## src/rtl/mux_pipeline_hs.sv

```systemverilog
// mux_pipeline_hs
//   Streaming N:1 pipelined multiplexer tree with valid/ready flow control.
//   Every tree level registers its data together with the select bits that
//   later levels still need, a valid flag and (optionally) an out-of-range
//   flag, so each beat carries its own selection through the pipe. The whole
//   pipe advances together whenever the output is empty or being accepted.
//   Latency is L cycles, where L is the number of tree levels.
//
// Parameters
//   WIDTH        bits per input lane
//   INPUT_COUNT  number of lanes (>= 1)
//   MUX_SIZE     fan-in of one tree unit (power of two >= 2)
//
// Ports
//   clk        clock, all state on the rising edge
//   rst        synchronous active-high reset
//   in_valid   input beat present
//   in_ready   pipe accepts a beat this cycle
//   sel        lane index for this beat
//   in         lanes, lane i at [i*WIDTH +: WIDTH]
//   out_valid  output beat present
//   out_ready  consumer accepts the output beat
//   out        selected lane
//   out_err    beat had sel >= INPUT_COUNT (range-check builds only)
//
// Build option
//   MUX_PIPELINE_HS_RANGE_CHECK_EN  when defined, level 0 flags sel values
//   beyond the last lane; the flag travels with the beat and forces out=0,
//   out_err=1. When undefined out_err is tied low and no flag is stored.

module mux_pipeline_hs #(
    parameter int WIDTH       = 4,
    parameter int INPUT_COUNT = 10,
    parameter int MUX_SIZE    = 4,
    localparam int SW         = (INPUT_COUNT > 1) ? $clog2(INPUT_COUNT) : 1
) (
    input  logic                         clk,
    input  logic                         rst,
    input  logic                         in_valid,
    output logic                         in_ready,
    input  logic [SW-1:0]                sel,
    input  logic [WIDTH*INPUT_COUNT-1:0] in,
    output logic                         out_valid,
    input  logic                         out_ready,
    output logic [WIDTH-1:0]             out,
    output logic                         out_err
);

    function automatic int calc_depth();
        int depth;
        int cap;
        depth = 1;
        cap   = MUX_SIZE;
        while (cap < INPUT_COUNT) begin
            cap   = cap * MUX_SIZE;
            depth = depth + 1;
        end
        return depth;
    endfunction

    localparam int B     = $clog2(MUX_SIZE);
    localparam int L     = calc_depth();
    localparam int SEL_W = L * B;

    // Number of units at level d: the lane count divided by MUX_SIZE, rounded
    // up, once per level.
    function automatic int units_at(input int d);
        int n;
        n = INPUT_COUNT;
        for (int i = 0; i <= d; i++) begin
            n = (n + MUX_SIZE - 1) / MUX_SIZE;
        end
        return n;
    endfunction

    function automatic int inputs_at(input int d);
        return (d == 0) ? INPUT_COUNT : units_at(d - 1);
    endfunction

    logic             en;
    logic [SEL_W-1:0] sel_ext;

    // A bubble at the output never blocks: out_valid=0 keeps the pipe moving.
    assign en       = !out_valid || out_ready;
    assign in_ready = en;

    // A single-lane instance ignores sel entirely.
    always_comb begin
        sel_ext = (INPUT_COUNT == 1) ? '0 : SEL_W'(sel);
    end

    for (genvar d = 0; d < L; d++) begin : g_lvl
        localparam int NI = inputs_at(d);
        localparam int NU = units_at(d);
        localparam int CW = (L - d) * B;

        logic [NI*WIDTH-1:0]          src;
        logic [CW-1:0]                cur_sel;
        logic                         src_valid;
        logic [NU*MUX_SIZE*WIDTH-1:0] src_pad;
        logic [NU*WIDTH-1:0]          nxt;
        logic [NU*WIDTH-1:0]          data_q;
        logic                         valid_q;
`ifdef MUX_PIPELINE_HS_RANGE_CHECK_EN
        logic                         src_err;
        logic                         err_q;
`endif

        if (d == 0) begin : g_first
            assign src       = in;
            assign cur_sel   = sel_ext;
            assign src_valid = in_valid;
`ifdef MUX_PIPELINE_HS_RANGE_CHECK_EN
            assign src_err   = (INPUT_COUNT > 1) && (int'(sel) >= INPUT_COUNT);
`endif
        end else begin : g_next
            assign src       = g_lvl[d-1].data_q;
            assign cur_sel   = g_lvl[d-1].g_rem.sel_q;
            assign src_valid = g_lvl[d-1].valid_q;
`ifdef MUX_PIPELINE_HS_RANGE_CHECK_EN
            assign src_err   = g_lvl[d-1].err_q;
`endif
        end

        // Inputs are zero-padded to a whole number of units, so a short unit
        // selected past its last input yields zero data.
        always_comb begin
            src_pad               = '0;
            src_pad[NI*WIDTH-1:0] = src;
            nxt                   = '0;
            for (int u = 0; u < NU; u++) begin
                nxt[u*WIDTH +: WIDTH] =
                    src_pad[(u*MUX_SIZE + int'(cur_sel[B-1:0]))*WIDTH +: WIDTH];
            end
        end

        // Data loads on every advance, valid or not; only valid marks it useful.
        always_ff @(posedge clk) begin
            if (rst) begin
                data_q  <= '0;
                valid_q <= 1'b0;
            end else if (en) begin
                data_q  <= nxt;
                valid_q <= src_valid;
            end
        end

`ifdef MUX_PIPELINE_HS_RANGE_CHECK_EN
        always_ff @(posedge clk) begin
            if (rst) begin
                err_q <= 1'b0;
            end else if (en) begin
                err_q <= src_err;
            end
        end
`endif

        // Select bits still needed by later levels ride along with the data.
        if (d < L - 1) begin : g_rem
            logic [CW-B-1:0] sel_q;

            always_ff @(posedge clk) begin
                if (rst) begin
                    sel_q <= '0;
                end else if (en) begin
                    sel_q <= cur_sel[CW-1:B];
                end
            end
        end
    end

    assign out_valid = g_lvl[L-1].valid_q;

`ifdef MUX_PIPELINE_HS_RANGE_CHECK_EN
    assign out_err = g_lvl[L-1].err_q;
    assign out     = g_lvl[L-1].err_q ? '0 : g_lvl[L-1].data_q;
`else
    assign out_err = 1'b0;
    assign out     = g_lvl[L-1].data_q;
`endif

endmodule

```

## config.mk

```make
export PLATFORM = sky130hd
export DESIGN_NAME = mux_pipeline_hs
export DESIGN_NICKNAME = d
export VERILOG_FILES = /design/src/rtl/mux_pipeline_hs.sv
export SDC_FILE = /design/constraint.sdc
export NUM_CORES = 1
export LEC_CHECK = 0
export ABC_AREA = 1
export BUFFER_PORTS_ARGS = -buffer_cell sky130_fd_sc_hd__buf_2
export CORE_MARGIN = 2
export CORE_UTILIZATION = 36
export DETAILED_ROUTE_END_ITERATION = 10
export HOLD_SLACK_MARGIN = 0.05
export PLACE_DENSITY = 0.77
export SYNTH_ARGS = -nofsm -noshare
export SYNTH_HDL_FRONTEND = slang
export SYNTH_SLANG_ARGS = --single-unit
```

## constraint.sdc

```tcl
create_clock -name clk -period 2.66 [get_ports clk]
set_clock_uncertainty 0.1 [all_clocks]
set_input_delay 0.266 -clock clk [delete_from_list [all_inputs] [get_ports clk]]
set_output_delay 0.266 -clock clk [all_outputs]
set_load 0.005 [all_outputs]
```

==> qor.csv, run 1 <==
metric;value;unit
syn_area_per_cell;6.08;µm²
cts_made_buffers;3;
p_leak;0.000756;µW
grt_max_degree;22;
first_pass_iters;4;
num_antenna_cells;0;
maxCapViolCount;0;
syn_inst;188;
p_seq_frac;0.468;
track_usage;0.157;
intPower;538;µW
cts_tree;done;
crit_buf_inv;1;
yosysTopAreaCellShare;0.350;
switching_share;0.256;
critPathKind;reg -> out;
fillers;329;
io_pins;55;
clock-sinks;20;
ys_async_sr_fraction;0;
drive_above_1_share;0.256;
min_path_type;in -> reg;
cts_resized;0;
p_sw;185;µW
rsz0062_at_grt;no;
wire_per_inst;9.59;µm
synth_edf_count;0;
outcome;completed;
setup_viol;0;
cts_setup_buffers;0;
crit_arrival;1410;ps
holdBufCountCts;0;
antenna_found_initial;0;
vias;1273;
worst_setup_path_start_kind;register;
peakVddDrop;0.187;mV
finalHoldViolCount;0;
hpwlAfterDp;2060;µm
end_kind;primary output;
final.min_clock_period;1780;ps
clock_path_buffers;2;
ys_seq_area_frac;0.350;
postRouteAntennaNets;0;
synth_area_leaders;dfxtp_1 35%, nand2_1 25%, a21oi_1 7.0%;
cts_root_buf;clkbuf_4;
tightest_slew;563;ps
netlist_area;1140;µm²
num_rows;20;
h-tree-depth;1;
drt_iter0_drc;16;
critical_path.top_delay_family;flip-flops;
gpl.final_weighted_congestion;0.773;
p_comb_frac;0.188;
finalSetupTns;0;ps
synth_ff_type;dfxtp_1;
place_area;1390;µm²
design.core.area;3030;µm²
ff_latch_area;400;µm²
ys_types;15;
clk_pin_slew_worst_paths;110;ps
drt_wl_total;2670;µm
die_x;60.3;µm
worstPathCellList;nand2_1 -> buf_2;
p_per_area;501;nW/µm²
drcViolationCount;0;
period_share;0.669;
required;2290;ps
cp_max_fo;20;
yosysTopAreaCell;dfxtp_1;
die_y;60.3;µm
cpMaxStageDelayCell;dfxtp_1;
ys_ff_latch;20;
clock_latency;310;ps
multi_input_area;614;µm²
portBuffers;53;
synth_common_cells;75 x nand2_1, 20 x dfxtp_1, 17 x nor2_1, 16 x a21oi_1;
p_clk_frac;0.344;
fin_area;1440;µm²
synth_fp_nets;236;
yosysWarningCount;0;
fin_nets;283;
die-area;3640;µm²
vias_per_cell;4.58;
slew_viol_final;0;
yosysMostFrequentCell;nand2_1;
area_delta_synth_final;26.4;%
grt-ovfl-total;0;
max_stage_delay;450;ps
start_util;0.377;
slew_headroom;0.624;
grt_pass1_vias;1073;
grt_pass1_wl;4480;µm
fmax;562;MHz
-- stage by stage --
stage          worst slack, ps  hold slack (ps)  std cells  total power, µW  utilization
2_1_floorplan             1580              235        188              430            -
3_3_place_gp              1160              352        274              480        0.460
3_5_place_dp              1120              356        274              482        0.460
4_1_cts                    898             85.6        278              726        0.477
5_1_grt                    791              100        278              760        0.477
6_report                   882             85.2        278              724        0.477
-- power by group through the flow --
stage	Combinational, µW	Sequential, µW	Clock, µW
after CTS	137	339	250
after global routing	159	342	259
after detailed placement	137	345	0
after global placement	135	345	0
final	136	339	249
after floorplan	88.7	341	0
-- area by class of cell --
type | count | area share
inverter | 15 | 0.0390
tap | 44 | 0.0381
timing repair buffer | 53 | 0.184
clock buffer | 3 | 0.0156
multi-input combinational | 142 | 0.425
clock inverter | 1 | 0.0208
sequential | 20 | 0.277
-- metal layers --
metal / vias to the layer above / global-route usage / part of all wire
met5: - / 0 / 0
met4: 0 / 0.0381 / 0.0060
met3: 2 / 0.0192 / 0.049
met2: 37 / 0.258 / 0.47
met1: 550 / 0.220 / 0.48
li1: 684 / - / -
-- kinds of logic after synthesis --
kind of cell	share of synthesized area
other	0.00328
buffers and inverters	0.112
and+or+nand+nor	0.386
AOI/OAI and AO/OA	0.149
DFF	0.350
-- path summary, 6_finish.rpt --
path                                           from                  end  slack [ps]  cells past startpoint
worst min-delay path                            rst   g_lvl[0].data_q[8]          90                      2
worst min register to register  g_lvl[0].data_q[11]  g_lvl[0].data_q[11]         370                      2
worst max-delay path                      out_valid             in_ready         880                      2
worst max register to register            out_valid               out[3]        1240                      3
-- layout by cell type, fill, tap and decap left out --
cell type	n
nand4_1	3
o21ai_0	12
nand2_1	75
a21oi_1	16
inv_1	13
buf_2	53
nor2_4	1
conb_1	1
bufinv_16	1
nand3_1	13
inv_2	2
dfxtp_1	20
o211ai_1	4
clkbuf_4	3
nor2_1	17
-- sequential cells by signal, indices dropped and copies added, names as in the netlist --
name,cells
out,4
g_lvl.valid_q,1
g_lvl.data_q,12
g_lvl.g_rem.sel_q,2
out_valid,1
No activity file was read; power rests on OpenSTA's default activity.
==> run 2: changes to the inputs <==
--- a/config.mk
+++ b/config.mk
@@ -11,7 +11,7 @@
 export CORE_UTILIZATION = 36
 export DETAILED_ROUTE_END_ITERATION = 10
 export HOLD_SLACK_MARGIN = 0.05
-export PLACE_DENSITY = 0.77
+export PLACE_DENSITY = 0.79
 export SYNTH_ARGS = -nofsm -noshare
 export SYNTH_HDL_FRONTEND = slang
 export SYNTH_SLANG_ARGS = --single-unit
==> constraint.sdc (replaced) <==
create_clock -name clk -period 1.45 [get_ports clk]
set_clock_uncertainty 0.1 [all_clocks]
set_input_delay 0.145 -clock clk [delete_from_list [all_inputs] [get_ports clk]]
set_output_delay 0.145 -clock clk [all_outputs]
set_load 0.005 [all_outputs]
==> run 2 against run 1 <==
- first-iteration DRC count increased by 94%
- design area is 3.4% higher
- clock-buffer cell count unchanged
- combinational power increased by 96%
- worst setup slack worse by 740 ps
- wire length rose by 2.9%
- via count rose by 0.63%
- hold slack got worse by 18 ps
- critical path depth rose by 3
- cell count up 2.5%
- die area unchanged
- largest cell class unchanged
==> qor.csv, run 2 (synthesized netlist as in run 1, its figures left out) <==
metric;value;unit;change
timing.rr.end;g_lvl[0].data_q[5];;was out[3]
critical_path.top_delay_family;buffers and inverters;;was flip-flops
rsz0062_at_grt;no;;unchanged
grtUsageMet3;0.0213;;was 0.0192
wire_per_inst;9.62;µm;was 9.59 µm
vias;1281;;was 1273
worstPathCellList;dlygate4sd3_1 -> buf_2 -> inv_1 -> o21ai_0 -> a21oi_1;;was nand2_1 -> buf_2
fmax;766;MHz;
grt_pass1_wl;4760;µm;was 4480 µm
start_util;0.377;;unchanged
cpMaxStageDelayCell;dlygate4sd3_1;;was dfxtp_1
antenna_found_initial;0;;unchanged
p_comb_frac;0.232;;was 0.188
io_pins;55;;unchanged
critPathKind;in -> reg;;was reg -> out
crit_arrival;1440;ps;was 1410 ps
num_antenna_cells;0;;unchanged
drcViolationCount;0;;unchanged
total_power;1150;µW;was 724 µW
hpwlAfterDp;2090;µm;was 2060 µm
maxCapViolCount;0;;unchanged
clock_latency;290;ps;was 310 ps
cts_tree;done;;unchanged
p_leak;0.000786;µW;was 0.000756 µW
gpl.final_weighted_congestion;0.788;;was 0.773
crit_buf_inv;3;;was 1
p_clk_frac;0.226;;was 0.344
num_rows;20;;unchanged
h-tree-depth;1;;unchanged
fin_nets;291;;was 283
cts_root_buf;clkbuf_4;;unchanged
setup_viol;0;;unchanged
drive_above_1_share;0.270;;was 0.256
top_register;g_lvl.data_q;;unchanged
hp-start;in[18];;was rst
die_y;60.3;µm;unchanged
fin_util;0.493;;was 0.477
required;1580;ps;was 2290 ps
cp_max_fo;15;;was 20
clock_path_buffers;2;;unchanged
max_stage_delay;530;ps;was 450 ps
clock-sinks;20;;unchanged
finalSetupTns;0;ps;unchanged
area_delta_synth_final;30.7;%;was 26.4%
slew_viol_final;0;;unchanged
layout_setup_ws;145;ps;was 882 ps
r2r_cells;6;;was 3
p_sw;332;µW;was 185 µW
largest_reg_flops;12;;unchanged
intPower;820;µW;was 538 µW
die_x;60.3;µm;unchanged
grt_pass1_vias;1162;;was 1073
placed_cells;278;;was 274
outcome;completed;;unchanged
stdcell_count;285;;was 278
cts_made_buffers;3;;unchanged
p_per_area;772;nW/µm²;was 501 nW/µm²
grt_busiest_layer;met2;;unchanged
grtUsageMet2;0.281;;was 0.258
vias_per_cell;4.49;;was 4.58
place_ws;69.0;ps;was 1120 ps
worst_setup_path_start_kind;input pin;;was register
end_kind;register;;was primary output
p_seq_frac;0.542;;was 0.468
min_path_type;in -> reg;;unchanged
min_to;g_lvl[0].data_q[6];;was g_lvl[0].data_q[8]
final_common_cell;nand2_1;;unchanged
grt_max_degree;21;;was 22
portBuffers;53;;unchanged
track_usage;0.171;;was 0.157
reg2reg_from;out_valid;;unchanged
grt.met1_usage;0.224;;was 0.220
cts_setup_buffers;0;;unchanged
regToRegSetupSlack;260;ps;was 1240 ps
final_cell_mix;74 x nand2_1, 53 x buf_2, 19 x dfxtp_1;;was 75 x nand2_1, 53 x buf_2, 20 x dfxtp_1
switching_share;0.288;;was 0.256
finalHoldViolCount;0;;unchanged
postRouteAntennaNets;0;;unchanged
period_share;0.900;;
whs_path_depth;5;;was 2
die-area;3640;µm²;unchanged
grt-ovfl-total;0;;unchanged
drt_iter0_drc;31;;was 16
design.core.area;3030;µm²;unchanged
drt_wl_total;2740;µm;was 2670 µm
first_pass_iters;4;;unchanged
clk_pin_slew_worst_paths;110;ps;about the same
final.min_clock_period;1300;ps;
peakVddDrop;0.308;mV;was 0.187 mV
-- run 2: cell types whose count changed in the layout (fill, tap and decap cells not counted), sizes merged --
| cell | previous run | this run |
|---|---|---|
| buf | 53 | 57 |
| bufinv | 1 | 0 |
| dlygate4sd3 | 0 | 4 |
-- run 2: area by class of cell --
class                   count  area, µm²
fillers                   341       1540
multi-input cells         142        622
flip-flops and latches     20        402
repair buffers             61        335
inverters                  15       56.3
well taps                  44       55.1
clock buffers               3       22.5
-- run 2: tightest hold or removal path, delay by kind of cell --
kind          cells  cell delay (ps)
simple gates      4              210
buf+inv           1               70
-- run 2: what timing repair did --
| item | CTS | global route |
|---|---|---|
| setup endpoints to repair | 1 | 1 |
| hold buffers | 4 | 0 |
| resized for setup | 2 | 1 |
| hold endpoints to repair | 8 | 0 |
-- run 2: metrics by stage --
stage                     hold WS [ps]  area, µm²
final                             66.8       1490
after global routing              74.3       1490
after CTS                         67.7       1490
after detailed placement           278       1420
after global placement             281       1420
after floorplan                    114       1140
-- run 2: worst max-delay path by stage --
stage / from / end / slack (ps) / cells after the start
6_report: rst / out[1] / 150 / 5
2_1_floorplan: out_valid / g_lvl[0].data_q[5] / 370 / 6
4_1_cts: out_valid / in_ready / 80 / 2
3_5_place_dp: out_valid / out[1] / 70 / 3
3_3_place_gp: out_valid / g_lvl[0].data_q[4] / 160 / 3
5_1_grt: rst / out[3] / 30 / 5
-- run 2: per-layer routing --
metal / wire length, µm / up-vias
li1: - / 699
met1: 1330 / 548
met2: 1260 / 32
met3: 130 / 2
met4: 25 / 0
met5: 0 / -
-- run 2: power by group through the flow --
| stage | Sequential, µW | Clock [µW] | Combinational, µW |
|---|---|---|---|
| floorplan | 625 | 0 | 163 |
| global placement | 634 | 0 | 254 |
| detailed placement | 635 | 0 | 259 |
| CTS | 624 | 263 | 270 |
| global route | 631 | 299 | 311 |
| finish | 624 | 260 | 267 |
